===== config.mk =====
export PLATFORM = sky130hd
export DESIGN_NAME = fifo_rr_drain_arbiter
export DESIGN_NICKNAME = d
export VERILOG_FILES = /design/src/rtl/fifo_rr_drain_arbiter.sv
export SDC_FILE = /design/constraint.sdc
export NUM_CORES = 1
export LEC_CHECK = 0
export CORE_ASPECT_RATIO = 1.5
export CORE_MARGIN = 5
export CORE_UTILIZATION = 39
export CTS_CLUSTER_SIZE = 25
export DETAILED_ROUTE_END_ITERATION = 7
export MAX_ROUTING_LAYER = met4
export PLACE_DENSITY = 0.86
export SLEW_MARGIN = 20
export SYNTH_ARGS = -nofsm -noshare
export SYNTH_HDL_FRONTEND = slang
export SYNTH_SLANG_ARGS = --single-unit
export TNS_END_PERCENT = 100

===== constraint.sdc =====
create_clock -name clk -period 4.6 [get_ports clk]
set_input_delay 0.69 -clock clk [delete_from_list [all_inputs] [get_ports clk]]
set_output_delay 0.69 -clock clk [all_outputs]
set_load 0.005 [all_outputs]

===== src/rtl/fifo_rr_drain_arbiter.sv =====
// Round-robin drain scheduler: pulls up to BURST words per grant from NUM_SRC FIFOs
// and presents them one at a time to a single valid/ready sink.
module fifo_rr_drain_arbiter #(
  parameter int NUM_SRC    = 4,
  parameter int ADDR_WIDTH = 4,
  parameter int WIDTH      = 8,
  parameter int BURST      = 4,
  localparam int SRC_W     = (NUM_SRC > 1) ? $clog2(NUM_SRC) : 1,
  localparam int FCW       = ADDR_WIDTH + 1
) (
  input  logic                     clk,
  input  logic                     reset,
  input  logic [NUM_SRC-1:0]       src_enable,
  input  logic [NUM_SRC*FCW-1:0]   fifo_fillcount,
  input  logic [NUM_SRC*WIDTH-1:0] fifo_data,
  output logic [NUM_SRC-1:0]       fifo_get,
  output logic [WIDTH-1:0]         out_data,
  output logic [SRC_W-1:0]         out_src,
  output logic                     out_valid,
  input  logic                     out_ready,
  output logic                     busy
);

  typedef enum logic [1:0] {
    IDLE    = 2'd0,
    ISSUE   = 2'd1,
    CAPTURE = 2'd2,
    HOLD    = 2'd3
  } state_t;

  state_t             state_r;
  logic [SRC_W-1:0]   grant_r;
  logic [SRC_W-1:0]   last_grant_r;
  logic [FCW-1:0]     burst_cnt_r;
  logic [NUM_SRC-1:0] req_s;
  logic [SRC_W-1:0]   cand_s;
  logic [SRC_W-1:0]   pick_s;
  logic               pick_valid_s;
  logic [WIDTH-1:0]   sel_data_s;

  function automatic logic [NUM_SRC-1:0] onehot(input logic [SRC_W-1:0] idx);
    logic [NUM_SRC-1:0] v;
    for (int i = 0; i < NUM_SRC; i++) begin
      v[i] = (idx == SRC_W'(i));
    end
    return v;
  endfunction

  // Request per source; fillcount is used because the FIFO empty flag lags a cycle
  always_comb begin
    for (int i = 0; i < NUM_SRC; i++) begin
      req_s[i] = src_enable[i] && (fifo_fillcount[i*FCW +: FCW] != {FCW{1'b0}});
    end
  end

  // Round-robin search starting after last_grant; descending k lets the nearest win
  always_comb begin
    pick_valid_s = 1'b0;
    pick_s       = {SRC_W{1'b0}};
    cand_s       = {SRC_W{1'b0}};
    for (int k = NUM_SRC; k >= 1; k--) begin
      cand_s = SRC_W'((int'(last_grant_r) + k) % NUM_SRC);
      if (req_s[cand_s]) begin
        pick_valid_s = 1'b1;
        pick_s       = cand_s;
      end else begin
        pick_valid_s = pick_valid_s;
      end
    end
  end

  // Data mux for the granted source
  always_comb begin
    sel_data_s = {WIDTH{1'b0}};
    for (int i = 0; i < NUM_SRC; i++) begin
      if (grant_r == SRC_W'(i)) begin
        sel_data_s = fifo_data[i*WIDTH +: WIDTH];
      end else begin
        sel_data_s = sel_data_s;
      end
    end
  end

  // Scheduler FSM with registered get pulses and sink outputs
  always_ff @(posedge clk) begin
    if (!reset) begin
      state_r      <= IDLE;
      grant_r      <= {SRC_W{1'b0}};
      last_grant_r <= SRC_W'(NUM_SRC - 1);
      burst_cnt_r  <= {FCW{1'b0}};
      fifo_get     <= {NUM_SRC{1'b0}};
      out_data     <= {WIDTH{1'b0}};
      out_src      <= {SRC_W{1'b0}};
      out_valid    <= 1'b0;
      busy         <= 1'b0;
    end else begin
      case (state_r)
        IDLE: begin
          if (pick_valid_s) begin
            grant_r     <= pick_s;
            burst_cnt_r <= {FCW{1'b0}};
            fifo_get    <= onehot(pick_s);
            busy        <= 1'b1;
            state_r     <= ISSUE;
          end else begin
            state_r <= IDLE;
          end
        end
        ISSUE: begin
          fifo_get <= {NUM_SRC{1'b0}};
          state_r  <= CAPTURE;
        end
        CAPTURE: begin
          out_data    <= sel_data_s;
          out_src     <= grant_r;
          out_valid   <= 1'b1;
          burst_cnt_r <= burst_cnt_r + FCW'(1);
          state_r     <= HOLD;
        end
        HOLD: begin
          if (out_ready) begin
            out_valid <= 1'b0;
            // fillcount here already reflects the word just popped
            if ((burst_cnt_r < FCW'(BURST)) && req_s[grant_r]) begin
              fifo_get <= onehot(grant_r);
              state_r  <= ISSUE;
            end else begin
              last_grant_r <= grant_r;
              busy         <= 1'b0;
              state_r      <= IDLE;
            end
          end else begin
            state_r <= HOLD;
          end
        end
        default: begin
          fifo_get  <= {NUM_SRC{1'b0}};
          out_valid <= 1'b0;
          busy      <= 1'b0;
          state_r   <= IDLE;
        end
      endcase
    end
  end

endmodule


== After elaboration in Yosys (flattened, before gate mapping) ==
Cells that the tools add are included.
Cells by class
  $add $sub $neg: 5
  $lt $le $gt $ge: 6
  equality and inequality tests: 13
  muxes and demuxes: 38
  bitwise logic cells: 1
  reductions and logical operators: 22
Operators with widths (number)
  two-way mux 8 bit: 4
  nonzero test 5 bit: 4
  < comparator 2 x 3 -> 1 bit (second input constant): 5
  two-way mux 1 bit: 15
  equality test 2 bit (second input constant): 6
  two-way mux 4 bit: 3
  case mux 4 bit (3 select lines): 1
  binary-select mux 1 bit (select 2 bit): 5
  two-way mux 2 bit: 5
  case mux 5 bit (2 select lines): 1
  != test 2 bit (second input constant): 4
  case mux 2 bit (4 select lines): 1
  AND reduction 4 bit: 2
  equality test 2 x 1 -> 1 bit (second input constant): 3
  logical NOT 2 bit: 3
  AND reduction 2 bit: 3
  nonzero test 2 bit: 3
  adder 5 x 1 -> 5 bit (second input constant): 1
  logical AND 1 bit: 5
  < comparator 5 x 3 -> 1 bit (second input constant): 1
  two-way mux 5 bit: 1
  adder 2 x 1 -> 2 bit (second input constant): 2
  adder 2 bit (second input constant): 2
  case mux 1 bit (2 select lines): 2
  other kinds (3): 3
Storage, ports and cells
  register bits after elaboration: 27
  output and inout port bits: 16
  logic and storage cells: 94

== Depth between registers and ports, before layout ==
  depth in word-level cells: 11
  depth in mapped cells: 7
  gate-level depth less buffers: 6

== Worst setup path after synthesis ==
Ideal clock, no wire load.
  path type: input-to-reg
  start point: in fifo_fillcount[10]
  end point: reg fifo_get[2]
  library setup time: 79 ps
  data arrival time: 2149 ps
  required time: 4521 ps
  setup slack: 2372 ps
  cell stages on the path: 6
  buffers on the path: 0
  path through: or4_1 o21ai_1 nand4_1 nor3b_2 a21boi_1 a211oi_2
Between the ends
  cells in the longest elaborated chain, start to end: 11
  elaborated cells between the ends (all ways): 27
  classes of those cells: eq/ne: 3; mux: 20; reduce/logical: 4
RTL lines
  start: declaration: RTL line 14  | input logic [NUM_SRC*FCW-1:0] fifo_fillcount,
  nonzero test 5 bit (*): RTL line 52  | req_s[i] = src_enable[i] && (fifo_fillcount[i*FCW +: FCW] != {FCW{1'b0}});
  logical AND 1 bit (*): RTL line 52
  binary-select mux 1 bit (select 2 bit): RTL line 63  | if (req_s[cand_s]) begin
  two-way mux 1 bit (implied by the code): RTL line 63
  two-way mux 2 bit (4 in series): RTL line 63
  equality test 2 bit: RTL line 44  | v[i] = (idx == SRC_W'(i));
  two-way mux 4 bit: RTL line 99  | if (pick_valid_s) begin
  case mux 4 bit (3 select lines): RTL line 97  | case (state_r)
  end signal: assignment: RTL line 91  | fifo_get <= {NUM_SRC{1'b0}};
  end signal: assignment: RTL line 102  | fifo_get <= onehot(pick_s);
  end signal: assignment: RTL line 110  | fifo_get <= {NUM_SRC{1'b0}};
  end: declaration: RTL line 16  | output logic [NUM_SRC-1:0] fifo_get,
Mark *: on every way between the ends. The rest lies on a longest branch, timed or not. The select of a mux whose other input is x is not followed.
A chain may end at the register's enable or synchronous reset.

== Worst setup path in the final report ==
  start point: in fifo_fillcount[15]
  end point: reg fifo_get[2]
The elaborated chain is that of the path after synthesis.

==> flow_summary.yaml <==
drt:
  drc: 0
  first_pass_iters: 4
  drtIter0Drc: 44
  num_vias: 1660
  wl_per_cell_um: 15.25
  vias_per_cell: 5.608
  wl_um: 4513
  final_antenna_net_count: 0
floorplanning:
  core_area_sq_um: 4173
  die-area_sq_um: 5660
  ioPinCount: 75
  rows: 29
  start_util_pct: 39.55
  fp.dieH_um: 89.67
  die_w_um: 63.12
min_path:
  hold_class: "reg2reg"
run_status:
  outcome: "completed"
placement:
  placed_area_sq_um: 2347
  place_ws_ns: 1.769
  place.gp.congestion: 0.9247
  portBuffers: 74
  place_inst: 292
  hpwlAfterDp_um: 3613
pwr:
  power.internal_mw: 0.4250
  p_leak_nw: 0.8275
  p_seq_share_pct: 47.1
  switchingPower_mw: 0.1675
  peakVddDrop_uv: 228.3
  p_sw_share_pct: 28.26
  total_power_mw: 0.5924
  clkPwrFrac_pct: 22.2
  power_density_nw_per_um2: 247.5
  combPwrFrac_pct: 30.8
timing:
  finalHoldViolCount: 0
  finalCriticalPeriod_ns: 2.597
  skew_ns: 0.01218
  rsz0062_at_grt: "false"
  min_period_over_period_pct: 56.45
  fin_hold_ws_ns: 0.4593
  tns_ns: 0
  fmax_ghz: 0.3851
  fin_ws_ns: 2.003
  tightest_slew_ns: 0.9442
  slew_headroom_pct: 36.82
  setup_viol: 0
  report.final.slew_viol_count: 0
synthesis:
  netlist_area_sq_um: 1650
  synth_seq_cells: 27
  synthesis.nets: 243
  synth.distinct_cells: 47
  ys_async_sr_fraction_pct: 0
  syn_avg_cell_area_sq_um: 9.018
  ys.flop_type: "dfxtp_1"
  ys_warn_count: 0
  synth-edff-count: 0
  synth-seq-area-share_pct: 32.75
  synth_cells: 183
critical_path:
  crit_fanout: 8
  cpPeakStageDelay_ns: 0.54
  start_kind: "input port"
  crit_chain: "clkdlybuf4s50_1 -> or4_4 -> o21ai_1 -> nand4_1 -> nor3b_2 -> a21boi_1 -> a211oi_2"
  slowest_stage: "or4_4"
  cp.arrival_ns: 2.78
  worstSetupPathType: "in2reg"
  crit_path_end_kind: "flip-flop"
  worst_ep_required_time_ns: 4.78
finish:
  n_fill_cell: 370
  fin_nets: 311
  stdcell_count: 296
  fin_area_sq_um: 2394
  drive_above_1_share_pct: 8.400
  diodes: 0
  multiInputGateArea_sq_um: 968.4
  seqCellArea_sq_um: 540.5
  syn_to_final_growth_pct: 45.03
  final_core_util_pct: 57.36
  mostFrequentLayoutCells: "clkdlybuf4s50_1, nand2_1, dfxtp_1, a21oi_1, nor2_1"
  layout_commonest_cell: "clkdlybuf4s50_1"
clock_network:
  hold_buffers: 0
  cts_resized: 0
  cts_root_buffer: "clkbuf_8"
  cts_buffer_depth: 2
  cts_setup_buffers: 0
  htree_levels: 1
  clkLatencyLatePin_ns: 0.27
  cts.sinks: 27
  cts_tree: "built"
  path_clk_slew_ns: 0.08
  cts_made_buffers: 3
global_route:
  grt_overflow: 0
  antenna_found_initial: 0
  grt_pass1_vias: 1691
  grt_usage_pct: 16.86
  grt_max_degree: 21
  grt_pass1_wl_um: 7721
flow_run:
  drv_cap: 0
## final timing paths
path,startpoint,end,slack (ns),cells past startpoint
worst min-delay path,out_data[1],out_data[1],0.46,2
worst max register to register,grant_r[0],fifo_get[3],2.10,6
worst max-delay path,fifo_fillcount[15],fifo_get[2],2.00,7
worst min register to register,out_data[1],out_data[1],0.46,2
## final cells by class
| type | instances | share of cell area [%] |
|---|---|---|
| multi-input combinational | 135 | 40.46 |
| clock buffer | 3 | 1.725 |
| inverter | 10 | 1.673 |
| clock inverter | 1 | 0.2091 |
| sequential | 27 | 22.58 |
| tap | 46 | 2.405 |
| timing repair buffer | 74 | 30.95 |
## cell usage after synthesis (3+ instances only)
cell type	n	area [sq um]
clkbuf_8	4	55.05
nand2_1	28	105.1
or4_4	3	33.78
nor2_1	11	41.29
nor3_1	5	25.02
o211ai_1	8	60.06
a211oi_1	5	37.54
a311o_1	3	30.03
nand3_1	3	15.01
dfxtp_1	27	540.5
o21a_1	5	37.54
or4_1	3	22.52
a21oi_1	13	65.06
o21ai_0	5	25.02
o21ai_1	4	20.02
inv_1	9	33.78
a31oi_1	6	37.54
clkbuf_1	3	11.26
mux4_2	5	112.6
mux4_1	3	78.83
## critical path, delay by kind of cell
family	cells	cell delay, ns
AND/OR/NAND/NOR	3	1.01
AO/OA/AOI/OAI	3	0.69
buffers and inverters	1	0.39
## cells by family after synthesis
| family | after synthesis | share of synthesized area (%) |
|---|---|---|
| and+or+nand+nor | 62 | 19.03 |
| AOI/OAI and AO/OA | 63 | 26.69 |
| buffers and inverters | 21 | 8.567 |
| adders and majority gates | 1 | 0.7580 |
| DFF | 27 | 32.75 |
| muxes | 9 | 12.21 |
## power by group through the flow
stage	clock network [mW]	logic (mW)	registers, mW
after floorplan	0	0.114	0.267
after global placement	0	0.179	0.284
after detailed placement	0	0.182	0.284
after CTS	0.134	0.183	0.279
after global routing	0.145	0.198	0.283
final	0.131	0.182	0.279
## registers in the layout (all words and copies together) (netlist names)
register and count:
burst_cnt_r 5, busy 1, fifo_get 4, grant_r 2, last_grant_r 2, out_data 8
out_src 2, out_valid 1, state_r 2
## layer usage
| layer | wire, um | track usage [%] |
|---|---|---|
| met1 | 1725 | 18.12 |
| met2 | 2276 | 30.63 |
| met3 | 449 | 4.732 |
| met4 | 62 | 4.054 |
| met5 | 0 | - |
No activity file was read; power rests on OpenSTA's default activity.
